[src/rtl/rca_pkg.sv]
// Shared definitions for the slice-serial ripple-carry word adder: default
// slice width, the sequencer FSM encoding and the slice counter sizing rule.
package rca_pkg;

    localparam int RCA_SLICE_W = 4;

    typedef enum logic [1:0] {
        IDLE = 2'd0,
        RUN  = 2'd1,
        DONE = 2'd2
    } rca_state_e;

    // Counter must hold NSLICE-1 and stay at least one bit wide when NSLICE is 1.
    function automatic int rca_cnt_w(input int nslice);
        return (nslice > 1) ? $clog2(nslice) : 1;
    endfunction

endpackage

[src/rtl/ripple_carry_adder.sv]
// Purely combinational W-bit ripple-carry adder; the sequencer reuses one
// instance every cycle to add a single slice of the operand words.
module ripple_carry_adder #(
    parameter int W = 4
) (
    input  logic [W-1:0] a_i,
    input  logic [W-1:0] b_i,
    input  logic         cin_i,
    output logic [W-1:0] sum_o,
    output logic         cout_o
);

    logic [W:0] chain_s;

    // Bit-serial carry chain from bit 0 to bit W-1.
    always_comb begin
        chain_s    = '0;
        sum_o      = '0;
        chain_s[0] = cin_i;
        for (int i = 0; i < W; i++) begin
            sum_o[i]       = a_i[i] ^ b_i[i] ^ chain_s[i];
            chain_s[i + 1] = (a_i[i] & b_i[i]) | (chain_s[i] & (a_i[i] ^ b_i[i]));
        end
        cout_o = chain_s[W];
    end

endmodule

[src/rtl/rca_word_sequencer.sv]
// Word adder that processes WIDTH/SLICE_W slices through one shared ripple
// adder, one slice per clock, with a valid/ready handshake on both sides.
module rca_word_sequencer
    import rca_pkg::*;
#(
    parameter int WIDTH   = 16,
    parameter int SLICE_W = RCA_SLICE_W
) (
    input  logic             clk,
    input  logic             rst_n,
    input  logic             in_valid,
    output logic             in_ready,
    input  logic [WIDTH-1:0] a,
    input  logic [WIDTH-1:0] b,
    input  logic             cin,
    output logic             out_valid,
    input  logic             out_ready,
    output logic [WIDTH-1:0] sum,
    output logic             cout,
    output logic             busy
);

    localparam int NSLICE = WIDTH / SLICE_W;
    localparam int CNT_W  = rca_cnt_w(NSLICE);
    localparam logic [CNT_W-1:0] LAST_CNT = CNT_W'(NSLICE - 1);

    rca_state_e       state_q;
    logic [WIDTH-1:0] a_q;
    logic [WIDTH-1:0] b_q;
    logic [WIDTH-1:0] sum_q;
    logic [CNT_W-1:0] cnt_q;
    logic             carry_q;
    logic             cout_q;
    logic             in_ready_q;
    logic             out_valid_q;
    logic             busy_q;

    logic [SLICE_W-1:0] slice_sum_s;
    logic               slice_cout_s;
    logic [WIDTH-1:0]   sum_d;

    ripple_carry_adder #(
        .W (SLICE_W)
    ) u_slice_adder (
        .a_i    (a_q[SLICE_W-1:0]),
        .b_i    (b_q[SLICE_W-1:0]),
        .cin_i  (carry_q),
        .sum_o  (slice_sum_s),
        .cout_o (slice_cout_s)
    );

    // New slice enters at the MSB end so slice 0 lands at the bottom after NSLICE shifts.
    always_comb begin
        sum_d = (sum_q >> SLICE_W) | (WIDTH'(slice_sum_s) << (WIDTH - SLICE_W));
    end

    // Sequencer FSM with datapath registers and registered handshake outputs.
    always_ff @(posedge clk or negedge rst_n) begin
        if (!rst_n) begin
            state_q     <= IDLE;
            a_q         <= '0;
            b_q         <= '0;
            sum_q       <= '0;
            cnt_q       <= '0;
            carry_q     <= 1'b0;
            cout_q      <= 1'b0;
            in_ready_q  <= 1'b1;
            out_valid_q <= 1'b0;
            busy_q      <= 1'b0;
        end else begin
            case (state_q)
                IDLE: begin
                    if (in_valid) begin
                        a_q        <= a;
                        b_q        <= b;
                        carry_q    <= cin;
                        cnt_q      <= '0;
                        state_q    <= RUN;
                        in_ready_q <= 1'b0;
                        busy_q     <= 1'b1;
                    end else begin
                        state_q <= IDLE;
                    end
                end
                RUN: begin
                    a_q     <= a_q >> SLICE_W;
                    b_q     <= b_q >> SLICE_W;
                    sum_q   <= sum_d;
                    carry_q <= slice_cout_s;
                    if (cnt_q == LAST_CNT) begin
                        cnt_q       <= '0;
                        cout_q      <= slice_cout_s;
                        out_valid_q <= 1'b1;
                        state_q     <= DONE;
                    end else begin
                        cnt_q <= cnt_q + CNT_W'(1);
                    end
                end
                DONE: begin
                    if (out_ready) begin
                        out_valid_q <= 1'b0;
                        in_ready_q  <= 1'b1;
                        busy_q      <= 1'b0;
                        state_q     <= IDLE;
                    end else begin
                        state_q <= DONE;
                    end
                end
                default: begin
                    state_q     <= IDLE;
                    in_ready_q  <= 1'b1;
                    out_valid_q <= 1'b0;
                    busy_q      <= 1'b0;
                end
            endcase
        end
    end

    assign in_ready  = in_ready_q;
    assign out_valid = out_valid_q;
    assign busy      = busy_q;
    assign sum       = sum_q;
    assign cout      = cout_q;

endmodule

[config.mk]
export PLATFORM = sky130hd
export DESIGN_NAME = rca_word_sequencer
export DESIGN_NICKNAME = d
export VERILOG_FILES = /design/src/rtl/rca_pkg.sv /design/src/rtl/ripple_carry_adder.sv /design/src/rtl/rca_word_sequencer.sv
export SDC_FILE = /design/constraint.sdc
export NUM_CORES = 1
export LEC_CHECK = 0
export BUFFER_PORTS_ARGS = -buffer_cell sky130_fd_sc_hd__buf_2
export CORE_ASPECT_RATIO = 0.75
export CORE_MARGIN = 2
export CORE_UTILIZATION = 49
export CTS_CLUSTER_SIZE = 30
export DETAILED_ROUTE_END_ITERATION = 10
export PLACE_DENSITY_LB_ADDON = 0.25
export SLEW_MARGIN = 10
export SYNTH_ARGS = -nofsm -noshare
export SYNTH_HDL_FRONTEND = slang
export SYNTH_SLANG_ARGS = --single-unit
[constraint.sdc]
create_clock -name clk -period 2 [get_ports clk]
set_input_delay 0.1 -clock clk [delete_from_list [all_inputs] [get_ports clk]]
set_output_delay 0.1 -clock clk [all_outputs]
set_load 0.01 [all_outputs]
==> impl_metrics.tcl, run 1 <==
set metrics [dict create \
    outcome "complete, but fails checks" \
    violations "negative setup slack" \
    reg2reg_to "sum[15]" \
    dr_total_vias 2041 \
    worstPathMaxFanout 2 \
    root_buffer "clkbuf_8" \
    wl_mm 5.53 \
    hold_class "primary input to register" \
    synth_xor_area_share_pct 0 \
    gp_congestion 0.756 \
    path_clk_slew_ns 0.06 \
    grt_pass1_vias 1908 \
    cts_setup_buffers 0 \
    cts.path.max_buffers 2 \
    core_um2 5270 \
    critPathKind "register to register" \
    syn_to_final_growth_pct 23.5 \
    slowest_delay_ns 0.40 \
    die-area_um2 6010 \
    path_cells "fa_2, inv_2, fa_1, inv_1, fa_2, inv_2, fa_1, o21ai_1" \
    whs_path_depth 3 \
    timing.slew.headroom_pct 40.8 \
    drc 0 \
    drv_slew 0 \
    cts_buffers 9 \
    synth_nets 307 \
    fin_ws_ns -0.0670 \
    fmax_mhz 484 \
    syn_area_um2 2650 \
    firstDrtPassIters 4 \
    worstSetupEndpointType "register" \
    synth_seq_area_share_pct 53.9 \
    cp_data_arrival_time_ns 2.32 \
    dp_hpwl_mm 3.74 \
    synth_top_family_by_area "simple AND/OR/NAND/NOR gates" \
    wl_per_cell_um 13.4 \
    synthSimpleGateAreaFrac_pct 20.5 \
    yosysTopAreaCell "dfrtp_1" \
    ys_warn_count 0 \
    r2r_slack_ns -0.07 \
    clock_sinks 57 \
    leakage_nw 1.58 \
    grt_max_degree 58 \
    rr_worst_depth 8 \
    fin_crit_ns 2.07 \
    hold_end "in_ready" \
    start_util_pct 50.3 \
    setup_viol 1 \
    final_util_pct 62.1 \
    clk_latency_ns 0.34 \
    rsz0062_at_grt "true" \
    grt_pass1_wl_mm 9.33 \
    cts_tree "built" \
    nets 375 \
    synthCells 265 \
    die_h_um 67.7 \
    avgViaCountPerCell 4.94 \
    tightest_slew_ns 0.887 \
    syn_area_per_cell_um2 9.99 \
    rows 23 \
    synth_compound_area_share_pct 16.1 \
    drive_above_1_share_pct 32.0 \
    synth_top_area_share_pct 52.9 \
    drtIter0Drc 121 \
    antennaDiodeCount 0 \
    final_hold_viol_count 0 \
    setup_tns_ns -0.0670 \
    ir_worst_vdd_v 0.000738 \
    synth_fa_ha_area_share_pct 3.50 \
    port_buffers 56 \
    cp_data_required_time_ns 2.26 \
    grt_overflow 0 \
    die_w_um 88.9 \
    ant_nets 0 \
    startpoint_type "register" \
    finalClockSkew_ns 0.00741 \
    synth_mux_area_share_pct 0 \
    power-per-cell-area_nw_per_um2 1690 \
    period_share_pct 103 \
    maxCapViolations 0 \
    synthTopCellsByArea "dfrtp_1 53%, a211oi_2 8.0%, nor2_1 7.2%" \
    ctsHtreeMaxLevel 3 \
    ioPinCount 57 \
    hold_start "out_ready" \
    r2r-start "carry_q" \
    antenna_found_initial 0 \
    grt_util_all_layers_pct 20.8 \
    synth-seq-cells 57 \
    ys_types 26 \
    slowest_stage "dfrtp_1" \
]
==> cell type report <==
class | count | area [µm²]
fill | 490 | 2000
multi-input combinational | 181 | 1070
clock inverter | 5 | 30.0
clock buffer | 11 | 151
sequential | 57 | 1430
inverter | 7 | 26.3
timing repair buffer | 77 | 473
tap | 75 | 93.8
==> critical path: cells and delay by family, from the launching register on <==
| kind | cells | cell delay (ns) |
|---|---|---|
| buffers and inverters | 3 | 0.17 |
| adder cells (fa/ha/maj) | 4 | 1.28 |
| flip-flops | 1 | 0.40 |
| AO/OA/AOI/OAI | 1 | 0.13 |
==> synthesized netlist by cell type <==
master,n
a21oi_1,3
o32ai_2,1
nand2b_1,2
nand2_1,50
o21ai_0,2
a211oi_1,6
dfrtp_1,56
o32ai_1,1
nor3_1,24
nor2_1,51
o31ai_1,1
o21ba_1,1
nor2_4,1
fa_1,4
buf_4,5
a22o_1,9
inv_1,7
o21bai_1,1
o21ai_1,3
nor2b_1,2
buf_6,3
a211oi_2,17
buf_2,12
nand3b_1,1
dfstp_2,1
ha_1,1
==> state kept, by name (all words and copies together), names as in the netlist <==
register,count
carry_q,1
out_valid,1
a_q,16
b_q,16
sum,16
in_ready,1
busy,1
cout,1
cnt_q,2
state_q,2
==> per-stage QoR <==
step	worst slack, ns	instances	power (mW)	area, µm²	hold WS, ns
2_1_floorplan	0.0132	265	3.89	2650	-0.196
3_5_place_dp	-0.0874	388	4.55	3000	0.284
4_1_cts	-0.0890	413	5.57	3270	0.0369
6_report	-0.0670	413	5.52	3270	0.0414
5_1_grt	-0.154	413	6.01	3270	0.0630
3_3_place_gp	-0.0387	388	4.49	3000	0.290
==> routing by layer <==
layer	global-route usage, %	up-vias	share of wire [%]
met3	7.33	6	4.4
met5	0	-	0
met4	5.11	0	0.94
met1	30.8	966	50
li1	-	1029	-
met2	29.0	40	44
==> cell families after synthesis <==
group / Yosys count
fa+ha+maj: 5
buf+inv: 27
simple gates: 131
flops: 57
compound gates: 45
==> how the worst max path moves through the flow <==
| stage | startpoint | endpoint | slack [ns] | depth (start not counted) |
|---|---|---|---|---|
| after floorplan | a_q[0] | sum[15] | 0.01 | 8 |
| after global placement | a_q[0] | sum[15] | -0.04 | 8 |
| after detailed placement | a_q[0] | sum[15] | -0.09 | 8 |
| after CTS | carry_q | sum[15] | -0.09 | 8 |
| after global routing | carry_q | sum[15] | -0.15 | 8 |
| final | carry_q | sum[15] | -0.07 | 8 |
==> repair_timing <==
action | 4_1_cts | 5_1_grt
pin swaps | 3 | 1
hold buffers | 9 | 0
hold endpoints to repair | 64 | 0
resized for setup | 3 | 1
endpoints found under the setup margin | 1 | 3
==> placed cells by master (no fill, tap or decap), types with 6 or more instances in the layout <==
master / synthesis / final
buf_2: 12 / 56
nor2_1: 51 / 51
a22o_1: 9 / 9
a211oi_2: 17 / 17
a211oi_1: 6 / 6
dlygate4sd3_1: 0 / 9
nor3_1: 24 / 24
dfrtp_1: 56 / 56
clkbuf_8: 0 / 11
buf_4: 5 / 11
nand2_1: 50 / 50
==> power by group <==
group          switching (mW)  total [mW]  internal (mW)
clock                   0.463       0.972          0.509
combinational            1.39        2.47           1.09
sequential              0.364        2.08           1.71
Power figures use the tool's default switching activity.
==> inputs of run 2 (changes only) <==
--- a/config.mk
+++ b/config.mk
@@ -8,7 +8,7 @@
 export BUFFER_PORTS_ARGS = -buffer_cell sky130_fd_sc_hd__buf_2
 export CORE_ASPECT_RATIO = 0.75
 export CORE_MARGIN = 2
-export CORE_UTILIZATION = 49
+export CORE_UTILIZATION = 26
 export CTS_CLUSTER_SIZE = 30
 export DETAILED_ROUTE_END_ITERATION = 10
 export PLACE_DENSITY_LB_ADDON = 0.25
==> impl_metrics.tcl, run 2 (same netlist as run 1, synthesis figures left out) <==
set metrics [dict create \
    cts.path.max_buffers 2 \
    cts_buffers 9 \
    period_share_pct 102 \
    drtIter0Drc 92 \
    die_w_um 121 \
    syn_to_final_growth_pct 32.9 \
    p_sw_share_pct 36.5 \
    grt_pass1_vias 2102 \
    tightest_slew_ns 0.684 \
    final_hold_viol_count 0 \
    r2r_slack_ns -0.03 \
    cts_tree "built" \
    worstSetupEndpointType "register" \
    firstDrtPassIters 4 \
    core_um2 9770 \
    gp_congestion 0.717 \
    clk_latency_ns 0.32 \
    ioPinCount 57 \
    power-per-cell-area_nw_per_um2 1810 \
    violations "negative setup slack" \
    layout.cells.non_filler 470 \
    fin_crit_ns 2.03 \
    setup_tns_ns -0.0313 \
    grt_util_all_layers_pct 12.6 \
    fin_ws_ns -0.0313 \
    cp_data_arrival_time_ns 2.28 \
    path_clk_slew_ns 0.05 \
    port_buffers 56 \
    antennaDiodeCount 0 \
    maxCapViolations 0 \
    ir_worst_vdd_v 0.000573 \
    p_sw_mw 2.32 \
    final_cell_mix "56 x buf_2, 55 x dfrtp_1, 51 x nor2_1" \
    dpl.cell_count 444 \
    root_buffer "clkbuf_16" \
    rows 31 \
    mostFrequentLayoutCell "buf_2" \
    nFillCells 1032 \
    finalClockSkew_ns 0.00462 \
    hold_class "primary input to register" \
    leakage_nw 1.66 \
    drive_above_1_share_pct 32.0 \
    wl_per_cell_um 13.8 \
    ant_nets 0 \
    startpoint_type "register" \
    die_h_um 91.4 \
    p_comb_share_pct 39.0 \
    fmax_mhz 492 \
    start_util_pct 27.1 \
    worstPathMaxFanout 2 \
    dp_hpwl_mm 4.47 \
    grt_pass1_wl_mm 10.8 \
    drv_slew 0 \
    dr_total_vias 2091 \
    ctsHtreeMaxLevel 3 \
    nets 375 \
    cp_data_required_time_ns 2.25 \
    dpl-instance-area_um2 3070 \
    grt_overflow 0 \
    die-area_um2 11000 \
    rsz0062_at_grt "true" \
    drc 0 \
    finalInstanceArea_um2 3520 \
    avgViaCountPerCell 4.45 \
    seq_power_share_pct 33.2 \
    pre_cts_slack_ns -0.0867 \
    hold_slack_ns 0.0263 \
    timing.slew.headroom_pct 54.4 \
    outcome "complete, but fails checks" \
    clkPwrFrac_pct 27.8 \
    wl_mm 6.50 \
    critPathKind "register to register" \
    grt_max_degree 40 \
    setup_viol 1 \
    clock_sinks 57 \
    intPower_mw 4.04 \
    total_power_mw 6.37 \
    antenna_found_initial 0 \
    final_util_pct 36.0 \
]
## run 2: cell count changes in the layout (fill, tap and decap cells not counted)
cell	delta
buf_12	+1
buf_4	-1
bufinv_16	+3
clkbuf_1	+1
clkbuf_16	+9
clkbuf_8	-10
clkinv_2	-2
clkinvlp_4	-1
dfrtp_1	-1
dfrtp_2	+1
## run 2: layer usage
layer	vias up	share of wire (%)	track usage (%)
met5	-	0	0
met4	0	1.2	4.07
met3	7	3.2	3.96
met2	37	43	17.3
met1	1019	53	18.5
li1	1028	-	-
## run 2: timing repair
item                       4_1_cts  5_1_grt
pin swaps                        3        4
setup buffers                    1        0
gates resized for setup          3        1
hold endpoints to repair        33        0
hold buffers                     9        0
setup endpoints to repair        1        3
## run 2: final timing paths
check / depth (start not counted) / endpoint / start
setup reg to reg: 8 / sum[15] / a_q[0]
hold / removal: 3 / in_ready / out_ready
min in group asynchronous: 2 / out_valid / rst_n
max in group asynchronous: 3 / b_q[7] / rst_n
hold reg to reg: 2 / sum[1] / sum[1]
setup / recovery: 8 / sum[15] / a_q[0]
## run 2: layout make-up
class	instances	area, µm²	area share, %
tap	132	165	4.69
inverter	7	26.3	0.747
multi-input combinational	181	1070	30.3
timing repair buffer	77	485	13.8
clock buffer	11	243	6.90
sequential	57	1430	40.6
clock inverter	5	103	2.92
## run 2: power by group through the flow
| stage | combinational (mW) | clock [mW] | sequential [mW] |
|---|---|---|---|
| 6_report | 2.48 | 1.77 | 2.11 |
| 4_1_cts | 2.53 | 1.82 | 2.12 |
| 5_1_grt | 2.80 | 1.87 | 2.19 |
| 2_1_floorplan | 1.80 | 0 | 2.09 |
| 3_3_place_gp | 2.44 | 0 | 2.12 |
| 3_5_place_dp | 2.48 | 0 | 2.14 |
## run 2: worst max-delay path: stages, from the launching register on
cell and delay (ns):
dfrtp_1 0.40, fa_2 0.40, inv_2 0.07, fa_1 0.15, inv_1 0.05, fa_2 0.33, inv_2 0.06, fa_1 0.40
o21ai_1 0.12
